File: src/rtl/reg_bank_32.sv
// 32-entry register bank with one write port, two registered read ports and a flat
// view of every entry for the downstream 32:1 select mux tree.
module reg_bank_32 #(
    parameter int WIDTH    = 32,
    parameter int ZERO_REG = 1,
    parameter int BYPASS   = 1
) (
    input  logic                  clk,
    input  logic                  rst_n,
    input  logic                  we,
    input  logic [4:0]            waddr,
    input  logic [WIDTH-1:0]      wdata,
    input  logic                  re1,
    input  logic [4:0]            raddr1,
    input  logic                  re2,
    input  logic [4:0]            raddr2,
    output logic [WIDTH-1:0]      rdata1,
    output logic                  rvalid1,
    output logic [WIDTH-1:0]      rdata2,
    output logic                  rvalid2,
    output logic [32*WIDTH-1:0]   regs_flat,
    output logic [15:0]           wr_count
);

    logic [WIDTH-1:0] mem [32];
    logic             wr_ok;
    logic [WIDTH-1:0] rd1_next;
    logic [WIDTH-1:0] rd2_next;

    // A write to entry 0 is discarded entirely when it is hardwired to zero.
    always_comb begin
        wr_ok = we && !((ZERO_REG != 0) && (waddr == 5'd0));
    end

    // Zero-register forcing is applied last so it also wins over the bypass path.
    always_comb begin
        rd1_next = mem[raddr1];
        if ((BYPASS != 0) && wr_ok && (raddr1 == waddr)) begin
            rd1_next = wdata;
        end
        if ((ZERO_REG != 0) && (raddr1 == 5'd0)) begin
            rd1_next = '0;
        end
    end

    always_comb begin
        rd2_next = mem[raddr2];
        if ((BYPASS != 0) && wr_ok && (raddr2 == waddr)) begin
            rd2_next = wdata;
        end
        if ((ZERO_REG != 0) && (raddr2 == 5'd0)) begin
            rd2_next = '0;
        end
    end

    always_ff @(posedge clk) begin
        if (!rst_n) begin
            for (int i = 0; i < 32; i++) begin
                mem[i] <= '0;
            end
            rdata1   <= '0;
            rvalid1  <= 1'b0;
            rdata2   <= '0;
            rvalid2  <= 1'b0;
            wr_count <= 16'd0;
        end else begin
            if (wr_ok) begin
                mem[waddr] <= wdata;
                wr_count   <= wr_count + 16'd1;
            end
            rvalid1 <= re1;
            if (re1) begin
                rdata1 <= rd1_next;
            end
            rvalid2 <= re2;
            if (re2) begin
                rdata2 <= rd2_next;
            end
        end
    end

    for (genvar g = 0; g < 32; g++) begin : g_flat
        assign regs_flat[g*WIDTH +: WIDTH] = mem[g];
    end

endmodule

File: config.mk
export PLATFORM = sky130hd
export DESIGN_NAME = reg_bank_32
export DESIGN_NICKNAME = d
export VERILOG_FILES = /design/src/rtl/reg_bank_32.sv
export SDC_FILE = /design/constraint.sdc
export NUM_CORES = 2
export LEC_CHECK = 0
export BUFFER_PORTS_ARGS = -buffer_cell sky130_fd_sc_hd__buf_4
export CAP_MARGIN = 20
export CORE_AREA = 2 2 457 459
export DETAILED_ROUTE_END_ITERATION = 6
export DIE_AREA = 0 0 459 461
export PLACE_DENSITY = 0.52
export SETUP_SLACK_MARGIN = 0.05
export SYNTH_ARGS = -nofsm -noshare
export SYNTH_HDL_FRONTEND = slang
export SYNTH_SLANG_ARGS = --single-unit
File: constraint.sdc
create_clock -name clk -period 6.8 [get_ports clk]
set_clock_uncertainty 0.15 [all_clocks]
set_input_delay 0.34 -clock clk [delete_from_list [all_inputs] [get_ports clk]]
set_output_delay 0.34 -clock clk [all_outputs]
set_load 0.005 [all_outputs]
==> impl_metrics.env <==
export IMPL_p_leak_uw=0.0278
export IMPL_syn2layout_area_growth_pct=30.0
export IMPL_path_clk_slew_ns=0.06
export IMPL_power_density_nw_per_um2=255
export IMPL_finalCritPeriodShare=0.563
export IMPL_clockRootBuffer="clkbuf_16"
export IMPL_avgViaCountPerCell=5.63
export IMPL_clock_sinks=1106
export IMPL_synth_main_ff_cell="edfxtp_1"
export IMPL_dp_hpwl_mm=232
export IMPL_portBuffers=1157
export IMPL_synthMuxAreaShare=0.239
export IMPL_postCtsSetupRepairBufs=0
export IMPL_cp_required_ns=7.33
export IMPL_syn_area_um2=57800
export IMPL_seq_area_frac_synth=0.561
export IMPL_grt_overflow_total=0
export IMPL_synth_largest_area_cell="edfxtp_1"
export IMPL_critPathMaxFanout=33
export IMPL_ys_async_sr_fraction=0
export IMPL_ys_ff_latch=1106
export IMPL_first_global_vias=42205
export IMPL_synth_top_family_by_area="multiplexers"
export IMPL_synthSimpleGateAreaFrac=0.123
export IMPL_drive_gt1_frac=0.427
export IMPL_design_core_area_um2=206000
export IMPL_grt_max_degree=90
export IMPL_synth_area_leaders="edfxtp_1 53%, mux4_2 21%, and2_1 11%, dfxtp_1 2.8%, mux2i_1 2.5%"
export IMPL_die_w_um=459
export IMPL_setup_tns_final_ns=0
export IMPL_rsz0062_at_grt="false"
export IMPL_relSlewSlack=0.234
export IMPL_hold_ws_ns=0.0646
export IMPL_synth_xor_area_frac=0.00333
export IMPL_maxCapViolCount=0
export IMPL_max_freq_mhz=261
export IMPL_hold_class="primary input to flop"
export IMPL_synth_top_area_share=0.532
export IMPL_drtAntennaViolNets=0
export IMPL_syn_inst=3787
export IMPL_clk_latency_ns=0.80
export IMPL_endpoint_kind="flop"
export IMPL_cts_path_max_buffers=3
export IMPL_layout_min_cycle_time_ns=3.83
export IMPL_outcome="finished, final reports clean"
export IMPL_htreeDepth=4
export IMPL_ios=1158
export IMPL_slew_violations=0
export IMPL_start_kind="primary input"
export IMPL_fill_cells=19846
export IMPL_synth_compound_area_frac=0.0375
export IMPL_setup_viol=0
export IMPL_first_pass_iters=5
export IMPL_cts_tree="yes"
export IMPL_initial_core_util=0.280
export IMPL_yosys_warnings=0
export IMPL_cp_arrival_ns=4.36
export IMPL_drt_iter0_drc=5572
export IMPL_drcViolationCount=0
export IMPL_synth_cell_type_count=60
export IMPL_antenna_found_initial=36
export IMPL_wirelength_mm=323
export IMPL_synth_edf_count=1024
export IMPL_rows=167
export IMPL_cts_made_buffers=139
export IMPL_die_h_um=461
export IMPL_grt_pass1_wl_mm=421
export IMPL_vdd_drop_max_mv=0.224
export IMPL_finalPower_uw=19100
export IMPL_synthAdderAreaFrac=0.000217
export IMPL_critical_path_class="primary input to flop"
export IMPL_wl_per_cell_um=41.9
export IMPL_gp_congestion=0.909
export IMPL_finalHoldViolations=0
export IMPL_dieArea_um2=212000
export IMPL_num_nets_final=4919
export IMPL_tightestPinTransition_ns=1.15
export IMPL_grt_usage=0.297
export IMPL_vias=43364
export IMPL_syn_area_per_cell_um2=15.3
export IMPL_post_route_util=0.364
-- Yosys cell counts, types with 3 or more instances --
cell type,n
a2111oi_0,3
nand3_1,9
o21a_1,3
o211ai_2,10
buf_2,78
mux2_2,33
nand4_1,3
o41ai_1,8
buf_6,22
a22oi_1,33
nor2_1,66
nand2b_1,3
o21ai_0,46
inv_1,18
nor2b_1,13
mux4_2,534
mux2i_1,142
or3_1,33
nand2_1,30
buf_1,15
a221o_1,31
and2_1,995
dfxtp_1,82
o211a_1,6
edfxtp_1,1024
o22ai_1,82
o211ai_1,18
xnor2_1,9
o31ai_1,10
a211oi_1,10
a21oi_1,23
clkbuf_1,277
nand3b_1,6
xor2_1,13
and3_1,3
clkinv_1,62
buf_4,4
-- flip-flops by register name, indices dropped and copies added, names as in the netlist --
| register | cells |
|---|---|
| rdata2 | 32 |
| rdata1 | 32 |
| rvalid1 | 1 |
| mem | 1024 |
| rvalid2 | 1 |
| wr_count | 16 |
-- through the flow --
step	instance area, µm²	setup WS (ns)	std cells
floorplan	57900	2.43	3818
global placement	69700	2.55	7379
detailed placement	69900	2.50	7384
CTS	75000	2.86	7686
global route	75100	2.84	7690
finish	75100	2.97	7704
-- layout by cell type, fill, tap and decap left out, types with 44 or more instances in the layout --
cell type      Yosys  routed
o22ai_1           82      82
buf_4              4    1236
mux2i_1          142     142
clkbuf_16          0     143
edfxtp_1        1024    1024
dlygate4sd3_1      0      44
dfxtp_1           82      82
mux4_2           534     534
clkinv_1          62      88
and2_1           995     994
-- per-layer routing --
layer	track usage	part of all wire	wire, µm
met1	0.353	0.36	115000
met5	0	0.00034	110
met3	0.0736	0.095	30700
met4	0.150	0.060	19500
met2	0.500	0.49	157000
-- final cells by class --
cell class / count / area, µm² / share of cell area
flip-flops and latches: 1106 / 32400 / 0.431
multi-input cells: 2236 / 24100 / 0.321
repair buffers: 1303 / 10100 / 0.135
clock buffers: 166 / 3670 / 0.0489
well taps: 2704 / 3380 / 0.0450
clock inverters: 92 / 1070 / 0.0143
inverters: 80 / 302 / 0.00401
diodes: 17 / 42.5 / 0.000566
-- critical path: stages --
cell and delay (ns):
dlygate4sd3_1 0.59, buf_4 0.30, or3_2 0.92, o31ai_2 0.62, a31o_2 0.71, o41ai_1 0.19
dlygate4sd3_1 0.59
-- where the power goes --
group / switching [µW] / internal [µW] / total (µW)
clock: 3270 / 4620 / 7890
combinational: 1590 / 1260 / 2850
sequential: 543 / 7840 / 8380
total: 5400 / 13700 / 19100
-- cell families (layout without fill, tap and decap cells) --
kind of cell,count (synthesis),after routing
AO/OA/AOI/OAI,298,298
flip-flops,1106,1106
buffers and inverters,476,1641
multiplexers,709,709
other,1,49
XOR/XNOR,22,22
adder cells (fa/ha/maj),1,1
AND/OR/NAND/NOR,1174,1174
-- what timing repair did --
item,4_1_cts,5_1_grt
endpoints found under the hold margin,828,0
hold buffers,44,0
resized for setup,0,0
-- path summary, 6_finish.rpt --
path	from	endpoint	slack (ns)	cells past startpoint
worst max-delay path	raddr1[3]	rdata1[23]	2.97	7
worst max register to register	mem[21][31]	rdata1[31]	4.06	6
worst min-delay path	wdata[22]	mem[15][22]	0.06	2
worst min register to register	rdata2[4]	rdata2[4]	0.34	1
(Power assumes the default switching activity.)
